$ cat config.mk
export PLATFORM = sky130hd
export DESIGN_NAME = bp_trace_out_buffer
export DESIGN_NICKNAME = d
export VERILOG_FILES = /design/src/rtl/bp_trace_pkg.sv /design/src/rtl/bp_trace_out_buffer_mem.sv /design/src/rtl/bp_trace_out_buffer.sv
export SDC_FILE = /design/constraint.sdc
export NUM_CORES = 1
export LEC_CHECK = 0
export BUFFER_PORTS_ARGS = -buffer_cell sky130_fd_sc_hd__buf_2
export CELL_PAD_IN_SITES_DETAIL_PLACEMENT = 1
export CELL_PAD_IN_SITES_GLOBAL_PLACEMENT = 2
export CORE_MARGIN = 2
export CORE_UTILIZATION = 50
export CTS_BUF_LIST = sky130_fd_sc_hd__clkbuf_2
export DETAILED_ROUTE_END_ITERATION = 8
export PLACE_DENSITY = 0.76
export RECOVER_POWER = 25
export SLEW_MARGIN = 20
export SYNTH_ARGS = -nofsm -noshare
export SYNTH_HDL_FRONTEND = slang
export SYNTH_HIERARCHICAL = 1
export SYNTH_SLANG_ARGS = --single-unit
$ cat constraint.sdc
create_clock -name clk_i -period 10.25 [get_ports clk_i]
set_clock_uncertainty 0.15 [all_clocks]
set_input_delay 2.05 -clock clk_i [delete_from_list [all_inputs] [get_ports clk_i]]
set_output_delay 2.05 -clock clk_i [all_outputs]
set_load 0.03 [all_outputs]
$ cat src/rtl/bp_trace_pkg.sv
// Shared trace-path widths and the serializer word-select encoding.
package bp_trace_pkg;

  localparam int trace_width_gp      = 64;
  localparam int trace_word_width_gp = 32;

  typedef enum logic {e_trace_lo, e_trace_hi} bp_trace_word_sel_e;

endpackage

$ cat src/rtl/bp_trace_out_buffer_mem.sv
// 1R1W register array holding buffered trace packets: synchronous write, asynchronous read.
module bp_trace_out_buffer_mem
  import bp_trace_pkg::*;
#(
  parameter int els_p   = 16,
  parameter int width_p = trace_width_gp,
  localparam int addr_w_lp = $clog2(els_p)
) (
  input  logic                 i_clk,
  input  logic                 i_w_v,
  input  logic [addr_w_lp-1:0] i_w_addr,
  input  logic [width_p-1:0]   i_w_data,
  input  logic [addr_w_lp-1:0] i_r_addr,
  output logic [width_p-1:0]   o_r_data
);

  logic [width_p-1:0] r_mem [els_p];

  always_ff @(posedge i_clk) begin
    if (i_w_v) begin
      r_mem[i_w_addr] <= i_w_data;
    end
  end

  assign o_r_data = r_mem[i_r_addr];

endmodule

$ cat src/rtl/bp_trace_out_buffer.sv
// Buffers 64b trace packets and serializes each as LO then HI 32b word toward the host FIFO.
// Optional BP_TRACE_OUT_BUFFER_DROP_EN: never stall the encoder; discard and count packets while full.
module bp_trace_out_buffer
  import bp_trace_pkg::*;
#(
  parameter int trace_width_p = trace_width_gp,
  parameter int word_width_p  = trace_word_width_gp,
  parameter int els_p         = 16,
  localparam int ptr_w_lp     = $clog2(els_p),
  localparam int cnt_w_lp     = $clog2(els_p + 1)
) (
  input  logic                     clk_i,
  input  logic                     reset_n_i,
  input  logic [trace_width_p-1:0] trace_data_i,
  input  logic                     trace_v_i,
  output logic                     trace_ready_o,
  output logic [word_width_p-1:0]  word_data_o,
  output logic                     word_v_o,
  input  logic                     word_ready_i,
  output logic [cnt_w_lp-1:0]      count_o,
  output logic [15:0]              drop_cnt_o
);

  logic [ptr_w_lp-1:0]      r_wptr;
  logic [ptr_w_lp-1:0]      r_rptr;
  logic [cnt_w_lp-1:0]      r_count;
  bp_trace_word_sel_e       r_state;
  bp_trace_word_sel_e       w_state_n;
  logic [trace_width_p-1:0] w_rd_data;
  logic                     w_full;
  logic                     w_empty;
  logic                     w_push;
  logic                     w_xfer;
  logic                     w_pop;

  assign w_full  = (r_count == cnt_w_lp'(els_p));
  assign w_empty = (r_count == '0);

  // Acceptance looks only at the registered count, so a same-cycle pop never frees a slot early.
`ifdef BP_TRACE_OUT_BUFFER_DROP_EN
  logic [15:0] r_drop_cnt;

  assign trace_ready_o = 1'b1;
  assign w_push        = trace_v_i & ~w_full;

  always_ff @(posedge clk_i) begin
    if (!reset_n_i) begin
      r_drop_cnt <= '0;
    end else if (trace_v_i && w_full && (r_drop_cnt != 16'hFFFF)) begin
      r_drop_cnt <= r_drop_cnt + 16'd1;
    end
  end

  assign drop_cnt_o = r_drop_cnt;
`else
  assign trace_ready_o = ~w_full;
  assign w_push        = trace_v_i & trace_ready_o;
  assign drop_cnt_o    = 16'h0000;
`endif

  assign word_v_o = ~w_empty;
  assign w_xfer   = word_v_o & word_ready_i;
  assign w_pop    = w_xfer & (r_state == e_trace_hi);
  assign count_o  = r_count;

  bp_trace_out_buffer_mem #(
    .els_p   (els_p),
    .width_p (trace_width_p)
  ) u_mem (
    .i_clk    (clk_i),
    .i_w_v    (w_push),
    .i_w_addr (r_wptr),
    .i_w_data (trace_data_i),
    .i_r_addr (r_rptr),
    .o_r_data (w_rd_data)
  );

  always_ff @(posedge clk_i) begin
    if (!reset_n_i) begin
      r_wptr  <= '0;
      r_rptr  <= '0;
      r_count <= '0;
    end else begin
      if (w_push) begin
        r_wptr <= r_wptr + ptr_w_lp'(1);
      end
      if (w_pop) begin
        r_rptr <= r_rptr + ptr_w_lp'(1);
      end
      case ({w_push, w_pop})
        2'b10:   r_count <= r_count + cnt_w_lp'(1);
        2'b01:   r_count <= r_count - cnt_w_lp'(1);
        default: r_count <= r_count;
      endcase
    end
  end

  always_ff @(posedge clk_i) begin
    if (!reset_n_i) begin
      r_state <= e_trace_lo;
    end else begin
      r_state <= w_state_n;
    end
  end

  always_comb begin
    w_state_n   = r_state;
    word_data_o = w_rd_data[word_width_p-1:0];
    case (r_state)
      e_trace_lo: begin
        if (w_xfer) w_state_n = e_trace_hi;
      end
      e_trace_hi: begin
        word_data_o = w_rd_data[trace_width_p-1:word_width_p];
        if (w_xfer) w_state_n = e_trace_lo;
      end
      default: w_state_n = e_trace_lo;
    endcase
  end

endmodule

* Word-level counts from Yosys, hierarchy flattened
Memories as Yosys holds them, arrays and structs flattened. A register that Yosys moved wholly into a read port is not among the register bits.
Index checks and enable logic that the tools add are counted.
** Storage, ports and cells
- Register bits after elaboration :: 14
- Latch bits :: 0
- RAM bits :: 1024
- ROM bits :: 0
- Input port bits :: 68
- Word-level logic and storage cells :: 29
- Memories :: 1
** Memory list
- u_mem.r_mem :: words 16, bits a word 64, rd ports 1, clocked after memory_dff 1, wr ports 1, RTL line bp_trace_out_buffer_mem.sv:17 : logic [width_p-1:0] r_mem [els_p];
** Operators by class
- Add/sub/neg operators :: 4
- Multiply operators :: 0
- Divide/modulo/power cells :: 0
- Order comparisons :: 0
- Eq/ne operators :: 3
- Shift-type cells :: 0
- Mux-type cells :: 9
- Bitwise gates (word level) :: 6
- Reductions and logical operators :: 2
** Operators by type and width (number)
- two-way mux 32 bit :: 1
- case mux 5 bit (2 select lines) :: 1
- adder 4 x 1 -> 4 bit (second input constant) :: 2
- two-way mux 4 bit :: 2
- adder 5 x 1 -> 5 bit (second input constant) :: 1
- equality test 5 bit (second input constant) :: 1
- logical NOT 5 bit :: 1
- subtractor 5 x 1 -> 5 bit (second input constant) :: 1
- two-way mux 1 bit :: 4
- AND 1 bit :: 3
- NOT 1 bit :: 3
- equality test 2 x 1 -> 1 bit (second input constant) :: 1
- equality test 2 bit (second input constant) :: 1
- case mux 1 bit (2 select lines) :: 1
- nonzero test 2 bit :: 1

* Longest topological paths before layout
Gate-level depths: netlist (run 1).
- Word-level depth :: 6
- Mapped depth :: 11
- Gate-level depth less buffers :: 11

* Modules after synthesis
The synthesis (run 1) kept the hierarchy.
** By module, submodules not included
- bp_trace_out_buffer_mem :: instances 1, cells each 1583, area each 38300.5 um^2, sequential area each 30749.5 um^2
- bp_trace_out_buffer :: instances 1, cells each 136, area each 1287.5 um^2, sequential area each 280.3 um^2

* Worst setup path before layout (run 1)
OpenSTA, ideal clock, no wires.
- Kind :: in2reg
- Start point :: input port trace_v_i
- End point :: memory u_mem/r_mem[0][0] in the netlist's numbering, enable pin
- Library setup time :: 565 ps
- Data arrival time :: 7170 ps
- Path slack :: 2365 ps
- Cell stages on the path :: 3
- Path buffers :: 0
- Path through :: a21boi_4 -> or3b_2 -> nor3_1
** Between the ends
- Word-level cells in the longest chain between the ends :: 3
** Ends and longest elaborated chain
- start: declaration :: RTL line bp_trace_out_buffer.sv:15 : input logic trace_v_i,
- AND 1 bit :: RTL line bp_trace_out_buffer.sv:57 : assign w_push = trace_v_i & trace_ready_o;
- two-way mux 1 bit :: RTL line bp_trace_out_buffer_mem.sv:20 : if (i_w_v) begin
- two-way mux 1 bit (not written as such) :: RTL line bp_trace_out_buffer_mem.sv:21 : r_mem[i_w_addr] <= i_w_data;
- end: declaration :: RTL line bp_trace_out_buffer_mem.sv:17
Every way passes these cells.

==> results.txt, run 1 <==
XOR/XNOR share of the synthesized area: 0.001327
Via Count: 19540
Pleak: 13.80 nW
Final Power: 7.896 mW
Initial antenna violation count: 7
Register area share after synthesis: 0.7838
Via density: 5.969
Layout Nets: 2129
Latest clock arrival within the worst-skew pair: 1350 ps
Routed WL per cell: 29.49 µm
Setup TNS: 0 ps
Avg Synthesized Cell Area: 23.03 µm²
Cell Pwr Density: 181.1 nW/µm²
Area Overhead vs Synth: 10.11%
Final min period: 6813 ps
Netlist cell types: 35
Root Buffer: clkbuf_2
CTS Buffer Depth: 4
Max-cap violations: 0
Crit-path slowest cell: dfxtp_4
Post-CTS sizing: 0
Mapped cell area: 39590 µm²
Vias in the first global route: 21750
Crit Path Category: flip-flop to primary output
IO Pins: 123
Compound-Gate Fraction of Synth Area: 0.02544
Worst r2r src: count_o[1]
Worst Hold End: r_wptr[3]
DP Cell Count: 2822
Hold Path Class: flip-flop to flip-flop
Top post-synthesis cells by area: edfxtp_1 (78%), mux4_2 (15%), a22oi_1 (2.4%), mux2_2 (0.85%), nand2_1 (0.71%)
Die H: 285.4 µm
Hold Vio Cnt, Final: 0
CP startpoint: r_rptr[0]
Postcts setup bufs: 0
Clk pin slew, worst setup/hold paths: 100 ps
Hold depth: 2
Worst slew pin tran: 1186 ps
Warnings from Yosys: 6
Synth Area in Adders: 0.002718
CTS Sinks: 1038
Grt total ovfl: 0
Required time of the critical path: 8050 ps
CP Max Fanout: 79
Routability congestion estimate from global placement: 0.7131
Antenna viol nets, final: 0
Layout cells sized above 1: 0.3599
Die area: 81440 µm²
Initial DRC count: 1560
Yosys top cell by area: edfxtp_1
TritonCTS clock tree: yes
Core ar.: 78740 µm²
Detail Placement HPWL: 48200 µm
Crit end category: primary output
Worst reg2reg endpoint: u_mem/r_mem[14][35]
Fin cells: 3274
CTS buffer count: 278
Slowest stage delay, CP: 840 ps
H-tree levels: 5
Worst R2R Path Depth: 5
Post-CTS Hold Buffers: 0
Slew margin rel.: 0.2094
Hold path start: r_wptr[3]
Worst path cell trace: buf_12, buf_16, mux4_2, a22oi_1, nand2_1, mux2_2, buf_2
Reg-to-reg setup timing slack: 6490 ps
Simple-Gate Fraction of Synth Area: 0.01454
Total GRT Usage: 0.2434
Fmax: 146.8 MHz
Worst path arrival time: 4610 ps
Setup-failing EPs final: 0
Max Slew Vio Count: 0
Total Wirelength: 96540 µm
First-pass GRT wire length: 141900 µm
Post-Syn Instances: 1719
Flops & latches, synth: 1038
Core Rows: 103
I/O Buffers: 106
Starting Density: 0.5028
Die X: 285.4 µm
Mux share of post-synthesis cell area: 0.1563
Status: complete, no violations
Largest net degree at the start of global routing: 120
DR pass1 iterations: 5
Worst IR Drop VDD: 0.1290 mV
Largest family of logic cells by synthesized area: multiplexers
RSZ-0062 raised after global routing: no
CP bufs+invs: 3
Synth top area share: 0.7767
Hold Slack: 384.9 ps
Period utilisation layout: 0.6647
Crit start category: flip-flop
DRC Markers: 0
Delay-heaviest family, CP: buffers and inverters
==> worst reg2reg max path, cell delays in order (launching register included) <==
cell      delay (ps)
dfxtp_1          470
nor4_4           110
a21boi_4         300
nand3_1          380
nor2_4           970
buf_4            910
==> state kept, by name (all words and copies together) (netlist names) <==
signal and count:
r_wptr 4, count_o 5, u_mem/r_mem 1024, r_rptr 4, r_state 1
==> power by group <==
group          switching (mW)  internal [mW]  total (mW)
Clock                    1.60           1.10        2.69
Combinational           0.297          0.167       0.463
Sequential             0.0226           4.72        4.74
Total                    1.92           5.98        7.90
==> layer usage <==
layer  vias to the layer above  track usage  wire (µm)
li1                       8108            -          -
met2                       789       0.4135      50330
met3                       167      0.04856       5924
met5                         -            0          0
met4                         0      0.09162       2112
met1                     10480       0.3129      38170
==> metrics by stage <==
stage	cell area (µm²)	setup WS (ps)	utilization
finish	43590	3437	0.5536
global route	43590	3008	0.5535
CTS	43610	3114	0.5539
detailed placement	41360	4664	0.5252
global placement	41360	4689	0.5252
floorplan	39640	2365	-
==> final cells by class <==
type,count,area [µm²]
Multi-Input combinational cell,584,8130
Sequential cell,1038,31040
Clock buffer,385,1927
Antenna cell,7,17.52
Fill cell,6974,35150
Timing Repair Buffer,146,817.0
Inverter,5,18.77
Clock inverter,59,329.1
Tap cell,1050,1314
==> worst max-delay path by stage <==
| stage | cells past startpoint | slack (ps) | to |
|---|---|---|---|
| floorplan | 3 | 2360 | u_mem/r_mem[0][0] |
| global placement | 6 | 4690 | word_data_o[14] |
| detailed placement | 6 | 4660 | word_data_o[14] |
| CTS | 6 | 3110 | word_data_o[14] |
| global route | 7 | 3010 | word_data_o[11] |
| finish | 7 | 3440 | word_data_o[11] |
==> Yosys cell counts <==
master	n
buf_1	16
or3b_2	1
and2_1	10
edfxtp_1	1024
nor2_1	17
clkbuf_1	38
nor2b_1	4
a21o_1	1
nand4b_1	1
or4b_1	1
a22oi_1	128
a21boi_4	1
nand3b_1	2
nand4_1	2
o21ai_0	2
nor3_1	4
mux2_1	2
buf_6	13
nand2b_1	5
mux2_2	30
mux4_2	256
inv_1	5
dfxtp_1	14
mux2i_1	6
nand2_1	75
conb_1	1
a21oi_1	2
xor2_1	3
ha_1	7
nor4_4	1
buf_4	23
nand3_1	3
buf_2	17
fa_1	1
xnor2_1	3
==> cell families (layout without fill, tap and decap cells) <==
family | Yosys count | count (layout)
DFF | 1038 | 1038
muxes | 294 | 294
AOI/OAI and AO/OA | 134 | 134
and+or+nand+nor | 126 | 126
buffers and inverters | 112 | 595
adders and majority gates | 8 | 8
xor gates and xnor gates | 6 | 6
other | 1 | 23
==> cells in the final DEF, fill, tap and decap left out, drive strengths merged, types with 16 or more instances in the layout <==
cell type  count
clkbuf       442
nand2         75
a22oi        128
edfxtp      1024
conb          16
buf           89
mux4         256
clkinv        49
nor2          17
mux2          32
(Power assumes the default switching activity.)
==> run 2, diff against run 1 <==
--- a/config.mk
+++ b/config.mk
@@ -9,10 +9,10 @@
 export CELL_PAD_IN_SITES_DETAIL_PLACEMENT = 1
 export CELL_PAD_IN_SITES_GLOBAL_PLACEMENT = 2
 export CORE_MARGIN = 2
-export CORE_UTILIZATION = 50
+export CORE_UTILIZATION = 47
 export CTS_BUF_LIST = sky130_fd_sc_hd__clkbuf_2
 export DETAILED_ROUTE_END_ITERATION = 8
-export PLACE_DENSITY = 0.76
+export PLACE_DENSITY = 0.75
 export RECOVER_POWER = 25
 export SLEW_MARGIN = 20
 export SYNTH_ARGS = -nofsm -noshare
==> constraint.sdc (replaced) <==
create_clock -name clk_i -period 6.14 [get_ports clk_i]
set_clock_uncertainty 0.15 [all_clocks]
set_input_delay 1.228 -clock clk_i [delete_from_list [all_inputs] [get_ports clk_i]]
set_output_delay 1.228 -clock clk_i [all_outputs]
set_load 0.03 [all_outputs]
==> run 2 against run 1 <==
Non-clock buffer count increased by 74. Power increased by 67%. Critical path type unchanged. Global-route usage decreased by 1.0 points. Via count increased by 0.97%. Highest routed layer is now met5.
==> results.txt, run 2 (synthesis gave the netlist of run 1 again) <==
DRC Markers: 0 (unchanged)
Most frequent cells in the layout: edfxtp_1 (1024), clkbuf_2 (385), mux4_2 (256) (unchanged)
Layout cells sized above 1: 0.3590 (was 0.3599)
Clk pin slew, worst setup/hold paths: 100 ps (about the same)
IO Pins: 123 (unchanged)
Core ar.: 83560 µm² (was 78740 µm²)
Via Count: 19730 (was 19540)
Slew margin rel.: 0.2768 (was 0.2094)
Reg-to-reg setup timing slack: 2750 ps (was 6490 ps)
Total Wirelength: 98070 µm (was 96540 µm)
RSZ-0062 raised after global routing: no (unchanged)
Die X: 294.2 µm (was 285.4 µm)
Starting Density: 0.4738 (was 0.5028)
Max FFs per register: 1024 (unchanged)
Slowest stage delay, CP: 870 ps (was 840 ps)
Required time of the critical path: 4760 ps (was 8050 ps)
Antenna viol nets, final: 0 (unchanged)
Initial antenna violation count: 10 (was 7)
Max-cap violations: 0 (unchanged)
First-pass GRT wire length: 143900 µm (was 141900 µm)
H-tree levels: 5 (unchanged)
Area Overhead vs Synth: 12.49% (was 10.11%)
CTS buffer count: 279 (was 278)
Setup-failing EPs final: 0 (unchanged)
Latest clock arrival within the worst-skew pair: 1470 ps (was 1350 ps)
Period utilisation layout: 0.9217
CTS Sinks: 1038 (unchanged)
Finished Core Util: 0.5330 (was 0.5536)
Crit end category: primary output (unchanged)
Worst r2r src: count_o[1] (unchanged)
Worst reg2reg endpoint: u_mem/r_mem[8][22] (was u_mem/r_mem[14][35])
Worst path arrival time: 4280 ps (was 4610 ps)
Final instance area: 44530 µm² (was 43590 µm²)
Hold Vio Cnt, Final: 0 (unchanged)
Die area: 86570 µm² (was 81440 µm²)
Fmax: 176.7 MHz
Via density: 5.842 (was 5.969)
Biggest register: u_mem/r_mem (unchanged)
Delay-heaviest family, CP: flip-flops (was buffers and inverters)
Initial DRC count: 1541 (was 1560)
Worst Hold End: r_state (was r_wptr[3])
Core Rows: 106 (was 103)
DR pass1 iterations: 7 (was 5)
Pleak: 14.18 nW (was 13.80 nW)
CTS Buffer Depth: 4 (unchanged)
TritonCTS clock tree: yes (unchanged)
Die H: 294.2 µm (was 285.4 µm)
Vias in the first global route: 21910 (was 21750)
Routability congestion estimate from global placement: 0.7191 (was 0.7131)
Root Buffer: clkbuf_2 (unchanged)
Hold Slack: 137.7 ps (was 384.9 ps)
Total GRT Usage: 0.2331 (was 0.2434)
Crit start category: flip-flop (unchanged)
I/O Buffers: 106 (unchanged)
Area after DPL: 41670 µm² (was 41360 µm²)
CP bufs+invs: 3 (unchanged)
Hold path start: word_ready_i (was r_wptr[3])
Layout Nets: 2204 (was 2129)
Grt total ovfl: 0 (unchanged)
Worst R2R Path Depth: 5 (unchanged)
Fillers: 7514 (was 6974)
Post-CTS sizing: 0 (unchanged)
Worst path cell trace: buf_12, buf_4, mux4_2, a22oi_1, nand2_1, mux2_2, buf_2 (was buf_12, buf_16, mux4_2, a22oi_1, nand2_1, mux2_2, buf_2)
Detail Placement HPWL: 49500 µm (was 48200 µm)
Hold Path Class: input pin to flip-flop (was flip-flop to flip-flop)
Fin cells: 3378 (was 3274)
CP Max Fanout: 35 (was 79)
Most common cell after layout, fill and taps aside: edfxtp_1 (unchanged)
Worst slew pin tran: 1081 ps (was 1186 ps)
Post-CTS Hold Buffers: 67 (was 0)
Final min period: 5659 ps
Hold depth: 4 (was 2)
DP Cell Count: 2860 (was 2822)
Crit-path slowest cell: dfxtp_4 (unchanged)
Max Slew Vio Count: 0 (unchanged)
Postcts setup bufs: 0 (unchanged)
Status: complete, no violations (unchanged)
Crit Path Category: flip-flop to primary output (unchanged)
Largest net degree at the start of global routing: 94 (was 120)
Setup TNS: 0 ps (unchanged)
Routed WL per cell: 29.03 µm (was 29.49 µm)
Cell Pwr Density: 296.6 nW/µm² (was 181.1 nW/µm²)
Worst IR Drop VDD: 0.1974 mV (was 0.1290 mV)
## run 2: changes by cell type in the layout (fill, tap and decap cells not counted), sizes merged
cell,delta
bufinv,-1
dlygate4sd3,+67
inv,+3
buf,+18
diode,+4
clkbuf,-11
clkinv,-6
## run 2: stage by stage
step                      power, mW  worst slack (ps)
final                         13.21             480.7
after global routing          13.76             168.4
after CTS                     13.38             237.9
after detailed placement      8.878              1827
after global placement        8.846              1817
after floorplan               8.564             810.9
## run 2: cell type report
type	instances	area (µm²)	share of cell area
Clock inverter	55	291.5	0.006546
Inverter	5	18.77	0.0004214
Clock buffer	385	1927	0.04327
Antenna cell	11	27.53	0.0006181
Multi-Input combinational cell	584	8149	0.1830
Tap cell	1080	1351	0.03034
Timing Repair Buffer	220	1729	0.03883
Sequential cell	1038	31040	0.6970
## run 2: worst max path at each step
stage,start,to,slack (ps),cells after the start
2_1_floorplan,trace_v_i,u_mem/r_mem[1][0],810,3
3_3_place_gp,r_rptr[0],word_data_o[7],1820,7
3_5_place_dp,r_rptr[0],word_data_o[7],1830,7
4_1_cts,r_rptr[0],word_data_o[7],240,7
5_1_grt,r_rptr[0],word_data_o[7],170,7
6_report,r_rptr[0],word_data_o[7],480,7
## run 2: routing by layer
metal / wire, µm / vias up / GRT usage
li1: - / 8247 / -
met1: 39360 / 10610 / 0.2990
met2: 50900 / 699 / 0.3893
met3: 5408 / 173 / 0.04705
met4: 2360 / 6 / 0.09993
met5: 37 / - / 0
## run 2: worst register-to-register path, delay by kind of cell, from the launching register on
family | cells | cell delay [ps]
buffers and inverters | 1 | 580
and+or+nand+nor | 3 | 1400
DFF | 1 | 480
AOI/OAI and AO/OA | 1 | 330
## run 2: where the power goes
group,leakage (nW),switching [mW],total [mW],internal [mW]
Sequential,9.37,0.0392,7.91,7.87
Combinational,3.06,0.516,0.833,0.316
Clock,1.76,2.68,4.47,1.79
Total,14.2,3.23,13.2,9.97
